$ cat src/rtl/gray_conv_arbiter.sv
// Round-robin arbiter feeding a single registered binary<->Gray converter.
// Define GRAY_ARB_CNT_EN to add the 16-bit completed-response counter port rsp_count.
module gray_conv_arbiter #(
    parameter  int WIDTH = 4,
    parameter  int N_REQ = 4,
    localparam int ID_W  = (N_REQ > 1) ? $clog2(N_REQ) : 1
) (
    input  logic                   clk,
    input  logic                   rst_n,
    input  logic [N_REQ-1:0]       req_valid,
    input  logic [N_REQ-1:0]       req_mode,
    input  logic [N_REQ*WIDTH-1:0] req_data,
    output logic [N_REQ-1:0]       req_ready,
    output logic                   rsp_valid,
    input  logic                   rsp_ready,
    output logic [WIDTH-1:0]       rsp_data,
    output logic [ID_W-1:0]        rsp_id,
    output logic                   rsp_mode
`ifdef GRAY_ARB_CNT_EN
    ,
    output logic [15:0]            rsp_count
`endif
);

    logic                 rsp_valid_r;
    logic [WIDTH-1:0]     rsp_data_r;
    logic [ID_W-1:0]      rsp_id_r;
    logic                 rsp_mode_r;
    logic [ID_W-1:0]      rr_ptr_r;

    logic                 slot_free_s;
    logic [N_REQ-1:0]     grant_s;
    logic [N_REQ-1:0]     ready_s;
    logic [ID_W-1:0]      grant_id_s;
    logic [WIDTH-1:0]     sel_data_s;
    logic                 sel_mode_s;
    logic [WIDTH-1:0]     conv_s;
    logic                 req_xfer_s;
    logic                 rsp_xfer_s;

    function automatic logic [WIDTH-1:0] bin2gray(input logic [WIDTH-1:0] d);
        return d ^ {1'b0, d[WIDTH-1:1]};
    endfunction

    function automatic logic [WIDTH-1:0] gray2bin(input logic [WIDTH-1:0] g);
        logic [WIDTH-1:0] b;
        b[WIDTH-1] = g[WIDTH-1];
        for (int k = WIDTH - 2; k >= 0; k--) begin
            b[k] = b[k+1] ^ g[k];
        end
        return b;
    endfunction

    // Upward search from ptr (mod N_REQ) for the first valid requester.
    function automatic logic [N_REQ-1:0] rr_grant(input logic [N_REQ-1:0] valid,
                                                  input logic [ID_W-1:0]  ptr);
        logic [N_REQ-1:0] g;
        logic             hit;
        int               idx;
        g   = {N_REQ{1'b0}};
        hit = 1'b0;
        for (int k = 0; k < N_REQ; k++) begin
            idx = int'(ptr) + k;
            if (idx >= N_REQ) begin
                idx = idx - N_REQ;
            end else begin
                idx = idx;
            end
            if (!hit && valid[idx]) begin
                g[idx] = 1'b1;
                hit    = 1'b1;
            end else begin
                hit = hit;
            end
        end
        return g;
    endfunction

    assign slot_free_s = !rsp_valid_r || rsp_ready;
    assign grant_s     = rr_grant(req_valid, rr_ptr_r);
    assign rsp_xfer_s  = rsp_valid_r && rsp_ready;

    // Grant is only offered when the result register can take a new value.
    always_comb begin
        ready_s = {N_REQ{1'b0}};
        if (slot_free_s) begin
            ready_s = grant_s;
        end else begin
            ready_s = {N_REQ{1'b0}};
        end
    end

    // One-hot grant to requester index.
    always_comb begin
        grant_id_s = {ID_W{1'b0}};
        for (int i = 0; i < N_REQ; i++) begin
            if (grant_s[i]) begin
                grant_id_s = ID_W'(i);
            end else begin
                grant_id_s = grant_id_s;
            end
        end
    end

    // Select the granted operand and convert it in the requested direction.
    always_comb begin
        sel_data_s = req_data[grant_id_s*WIDTH +: WIDTH];
        sel_mode_s = req_mode[grant_id_s];
        if (sel_mode_s) begin
            conv_s = gray2bin(sel_data_s);
        end else begin
            conv_s = bin2gray(sel_data_s);
        end
    end

    assign req_xfer_s = |ready_s;
    assign req_ready  = ready_s;

    // Result register and round-robin pointer.
    always_ff @(posedge clk or negedge rst_n) begin
        if (!rst_n) begin
            rsp_valid_r <= 1'b0;
            rsp_data_r  <= {WIDTH{1'b0}};
            rsp_id_r    <= {ID_W{1'b0}};
            rsp_mode_r  <= 1'b0;
            rr_ptr_r    <= {ID_W{1'b0}};
        end else if (req_xfer_s) begin
            rsp_valid_r <= 1'b1;
            rsp_data_r  <= conv_s;
            rsp_id_r    <= grant_id_s;
            rsp_mode_r  <= sel_mode_s;
            rr_ptr_r    <= (grant_id_s == ID_W'(N_REQ - 1)) ? {ID_W{1'b0}}
                                                            : grant_id_s + ID_W'(32'd1);
        end else if (rsp_xfer_s) begin
            rsp_valid_r <= 1'b0;
        end else begin
            rsp_valid_r <= rsp_valid_r;
        end
    end

    assign rsp_valid = rsp_valid_r;
    assign rsp_data  = rsp_data_r;
    assign rsp_id    = rsp_id_r;
    assign rsp_mode  = rsp_mode_r;

`ifdef GRAY_ARB_CNT_EN
    logic [15:0] rsp_count_r;

    // Completed-response counter, wraps naturally at 16 bits.
    always_ff @(posedge clk or negedge rst_n) begin
        if (!rst_n) begin
            rsp_count_r <= 16'd0;
        end else if (rsp_xfer_s) begin
            rsp_count_r <= rsp_count_r + 16'd1;
        end else begin
            rsp_count_r <= rsp_count_r;
        end
    end

    assign rsp_count = rsp_count_r;
`endif

endmodule
$ cat config.mk
export PLATFORM = sky130hd
export DESIGN_NAME = gray_conv_arbiter
export DESIGN_NICKNAME = d
export VERILOG_FILES = /design/src/rtl/gray_conv_arbiter.sv
export SDC_FILE = /design/constraint.sdc
export NUM_CORES = 1
export LEC_CHECK = 0
export ABC_CLOCK_PERIOD_IN_PS = 4200
export CORE_MARGIN = 2
export CORE_UTILIZATION = 35
export DETAILED_ROUTE_END_ITERATION = 6
export PLACE_DENSITY = 0.6
export SYNTH_ARGS = -nofsm -noshare
export SYNTH_HDL_FRONTEND = slang
export SYNTH_SLANG_ARGS = --single-unit
$ cat constraint.sdc
create_clock -name clk -period 4.2 [get_ports clk]
set_input_delay 0.84 -clock clk [delete_from_list [all_inputs] [get_ports clk]]
set_output_delay 0.84 -clock clk [all_outputs]
set_load 0.05 [all_outputs]
# ---- Word level (Yosys, flattened, before mapping)
# Cells that the tools add are included.
dict set report word_totals {
  register_bits 10
  elab_cells 91
}
dict set report classes {
  addsub 8
  n_lt_le_gt_ge 13
  n_eq_ne 1
  shifts 1
  n_mux 41
  n_bitwise 7
  n_reduce_logical 15
}
# operator n
set ops {}
lappend ops {{32-bit by 1-bit greater-or-equal comparator with 1-bit output, second input constant} 4}
lappend ops {{32-bit by 4-bit less-than comparator with 1-bit output, second input constant} 4}
lappend ops {{32-bit two-way mux} 4}
lappend ops {{4-bit two-way mux} 6}
lappend ops {{1-bit two-way mux} 19}
lappend ops {{16-bit by 5-bit indexed part select with 4-bit output} 1}
lappend ops {{4-bit OR} 3}
lappend ops {{3-bit by 3-bit subtractor with 4-bit output, second input constant} 3}
lappend ops {{1-bit binary-select mux with 2-bit select} 5}
lappend ops {{3-bit greater-or-equal comparator, second input constant} 3}
lappend ops {{1-bit demux with 2-bit select} 4}
lappend ops {{1-bit logical AND} 8}
lappend ops {{2-bit by 2-bit adder with 3-bit output, second input constant} 2}
lappend ops {{2-bit two-way mux} 3}
lappend ops {{1-bit logical NOT} 4}
lappend ops {{4-bit OR reduction} 1}
lappend ops {{2-bit by 3-bit subtractor with 4-bit output, second input constant} 1}
lappend ops {{4-bit by 3-bit bitwise XOR with 4-bit output} 1}
lappend ops {{2-bit by 1-bit adder with 3-bit output, second input constant} 1}
lappend ops {{2-bit by 3-bit greater-or-equal comparator with 1-bit output, second input constant} 1}
lappend ops {{2-bit by 3-bit less-than comparator with 1-bit output, second input constant} 1}
lappend ops {{1-bit bitwise XOR} 3}
lappend ops {{2-bit by 1-bit adder with 2-bit output, second input constant} 1}
lappend ops {{2-bit equality test, second input constant} 1}
lappend ops {{other kinds (2)} 2}

# ---- Longest topological paths before layout
dict set report depth {
  ltp_word 23
  ltp_mapped 13
  ltp_nobuf 11
}

# ---- Worst setup path before layout
# OpenSTA, ideal clock, no wires.
dict set report synth_timing {
  path_type {input -> output}
  start {input req_valid[1]}
  end {output req_ready[3]}
  arrival_time_ns 2.945
  required_ns 3.360
  path_slack_ns 0.415
  path_stages 5
  path_buffers 0
  path_cell_list {mux4_2 or4b_1 a211oi_2 a21oi_1 nor2_1}
}
dict set report synth_via {
  elab_chain_len 14
  word_cells_on_any_way 29
  cone_classes {mux (20); bitwise (3); reduce/logical (6)}
}
# item line
set synth_lines {}
lappend synth_lines {{start: declaration} 10} ;# input logic [N_REQ-1:0] req_valid,
lappend synth_lines {{1-bit binary-select mux with 2-bit select} 69} ;# if (!hit && valid[idx]) begin
lappend synth_lines {{1-bit two-way mux (not written as such) (2 in series)} 69}
lappend synth_lines {{1-bit two-way mux} 69}
lappend synth_lines {{1-bit logical NOT} 69}
lappend synth_lines {{1-bit logical AND} 69}
lappend synth_lines {{1-bit two-way mux} 69}
lappend synth_lines {{1-bit logical NOT} 69}
lappend synth_lines {{1-bit logical AND} 69}
lappend synth_lines {{1-bit two-way mux} 69}
lappend synth_lines {{1-bit logical NOT} 69}
lappend synth_lines {{1-bit logical AND} 69}
lappend synth_lines {{4-bit two-way mux (*)} 69}
lappend synth_lines {{4-bit two-way mux (*)} 86} ;# if (slot_free_s) begin
lappend synth_lines {{end: declaration} 13} ;# output logic [N_REQ-1:0] req_ready,
# Every way passes the cells marked *; elsewhere a longest branch is shown, timed or not. The select of a mux whose other input is x is not followed.

# ---- Worst setup path in the final report
dict set report layout_timing {
  start {input req_valid[2]}
  end {output req_ready[3]}
}
# Same word-level chain as after synthesis.

==> flow_metrics.py <==
metrics = {
    "synthesis": {
        "ys_types": 42,
        "ys_ff_latch": 10,
        "synth_top_area_frac": 0.222,
        "synth_cells": 130,
        "netlist_area_um2": 1130,
        "synthArstFlopShare": 1.00,
        "synth_area_leaders": "dfrtp_1, ha_1, o21ai_0",
        "synth_top_area_cell": "dfrtp_1",
        "syn_avg_cell_area_um2": 8.67,
        "yosysWarnings": 0,
        "synth_edf_count": 0,
        "synth_top_flop_cell": "dfrtp_1",
        "synth_nets": 164,
        "synth_seq_area_share": 0.222,
    },
    "floorplan": {
        "die_y_um": 60.8,
        "ios": 39,
        "rows": 20,
        "dieArea_um2": 3690,
        "die_x_um": 60.8,
        "start_util": 0.369,
        "core_area_um2": 3050,
    },
    "clock_tree": {
        "cts_tree": "yes",
        "cts-htree-levels": 1,
        "cts_root_buf": "clkbuf_4",
        "cts_resized": 0,
        "clkSinkCount": 10,
        "clkLatencyLatePin_ns": 0.26,
        "post_cts_buffers": 0,
        "clockBufferDepth": 2,
        "hold_buffers": 0,
        "cts.clk_slew.worst_paths_ns": 0.06,
        "cts_made_buffers": 3,
    },
    "routing": {
        "wl_per_cell_um": 12.9,
        "drc": 0,
        "vias": 1168,
        "first_pass_iters": 4,
        "drt.antenna.violating_nets": 0,
        "drt_iter0_drc": 42,
        "vias_per_cell": 5.26,
        "wirelength_um": 2860,
    },
    "sta": {
        "relSlewSlack": 0.646,
        "tns_ns": 0,
        "fin_hold_ws_ns": 0.478,
        "worst_pin_slew_ns": 0.528,
        "slew_violations": 0,
        "setup_viol": 0,
        "max_freq_ghz": 0.246,
        "finalCriticalPeriod_ns": 4.06,
        "rsz0062_at_grt": "no",
        "hold_viol": 0,
        "layout_worst_path_cycle_share": 0.967,
        "fin_skew_ns": 0.00256,
    },
    "worst_setup_path": {
        "crit_arrival_ns": 3.22,
        "path_class": "input port to output pin",
        "worstPathMaxFanout": 7,
        "cp_data_required_time_ns": 3.36,
        "cp-end-kind": "output pin",
        "startpoint_type": "input port",
    },
    "layout": {
        "fin_util": 0.549,
        "area_delta_synth_final_pct": 48.7,
        "layout.nets": 213,
        "layout-drive-gt1-share": 0.152,
        "fin_area_um2": 1680,
        "diodes": 0,
    },
    "placement": {
        "dp_hpwl_um": 2410,
        "dpl_cell_area_um2": 1640,
        "gp_congestion": 0.811,
        "io_buffers": 38,
    },
    "global_route": {
        "antenna_found_initial": 0,
        "grt_usage": 0.176,
        "grt_pass1_vias": 1134,
        "grt-ovfl-total": 0,
        "grt_pass1_wl_um": 4980,
        "grt_max_degree": 13,
    },
    "worst_hold_path": {
        "min_path_type": "flop to flop",
    },
    "outcome": {
        "status": "finished, final reports clean",
    },
    "run": {
        "maxCapViolCount": 0,
    },
}
## registers in the layout, indices dropped and copies added (netlist names)
signal and cells:
rsp_id 2, rr_ptr_r 2, rsp_data 4, rsp_mode 1
rsp_valid 1
## final cells by class
| cell class | instances | area (um2) |
|---|---|---|
| fillers | 298 | 1380 |
| multi-input cells | 112 | 825 |
| repair buffers | 48 | 495 |
| flip-flops and latches | 10 | 250 |
| well taps | 44 | 55.1 |
| clock buffers | 4 | 36.3 |
| inverters | 4 | 15.0 |
## logic make-up (layout without fill, tap and decap cells)
kind of cell               count (synthesis)  count (layout)  share of synthesized area
and+or+nand+nor                           43              43                      0.220
DFF                                       10              10                      0.222
buffers and inverters                      8              56                     0.0466
muxes                                      5               5                     0.0810
adders and majority gates                  7               7                     0.0777
AOI/OAI and AO/OA                         49              49                      0.291
xor gates and xnor gates                   8               8                     0.0622
## layer usage
layer,GRT usage,part of all wire,routed length (um),up-vias
met3,0.0128,0.035,99,4
li1,-,-,-,587
met5,0,0,0,-
met2,0.295,0.49,1410,34
met4,0.0559,0.0098,28,0
met1,0.241,0.46,1320,543
## final timing paths
path / from / end / slack [ns] / depth (start not counted)
max: req_valid[2] / req_ready[3] / 0.14 / 7
min in group asynchronous: rst_n / rsp_mode$_DFFE_PN0P_ / 0.89 / 1
min: rsp_data[3]$_DFFE_PN0P_ / rsp_data[3]$_DFFE_PN0P_ / 0.48 / 2
max reg2reg: rr_ptr_r[0]$_DFFE_PN0P_ / rsp_data[1]$_DFFE_PN0P_ / 0.67 / 11
min reg2reg: rsp_data[3]$_DFFE_PN0P_ / rsp_data[3]$_DFFE_PN0P_ / 0.48 / 2
max in group asynchronous: rst_n / rsp_valid$_DFFE_PN0P_ / 3.01 / 1
## metrics by stage
step                      cells  setup slack, ns
after floorplan             130            0.415
after global placement      218            0.171
after detailed placement    218            0.126
after CTS                   222            0.138
after global routing        222           0.0120
final                       222            0.137
## placed cells by master, fill, tap and decap left out, drive strengths merged, types with 2 or more instances in the layout
cell and instances:
nand3 6, nor2 9, o21a 4, inv 4
nor2b 2, a21o 3, a211o 2, nand3b 4
a21oi 11, xnor2 7, buf 14, clkdlybuf4s50 34
mux2i 2, o31ai 2, or3b 3, dfrtp 10
nor3 2, mux4 3, nand2 8, clkbuf 4
a2111oi 2, o21ai 16, ha 7, o211ai 2
and2 3
## synth_stat cells (3+ instances only)
| library cell | instances |
|---|---|
| xnor2_1 | 7 |
| buf_6 | 3 |
| a21o_1 | 3 |
| a21oi_1 | 11 |
| o21ai_0 | 14 |
| nand3b_1 | 4 |
| or3b_1 | 3 |
| dfrtp_1 | 10 |
| nand2_1 | 8 |
| nor2_1 | 8 |
| inv_1 | 4 |
| nand3_1 | 6 |
| ha_1 | 7 |
| o21a_1 | 4 |
## critical path: stages
cell and delay, ns:
clkdlybuf4s50_1 0.52, mux4_2 0.56, or4b_1 0.56, a211oi_2 0.22, a21oi_1 0.09, nor2_1 0.26, buf_12 0.18
Power is not shown: default switching activity piles up to over one toggle a cycle in this logic, so the estimate is an artifact.
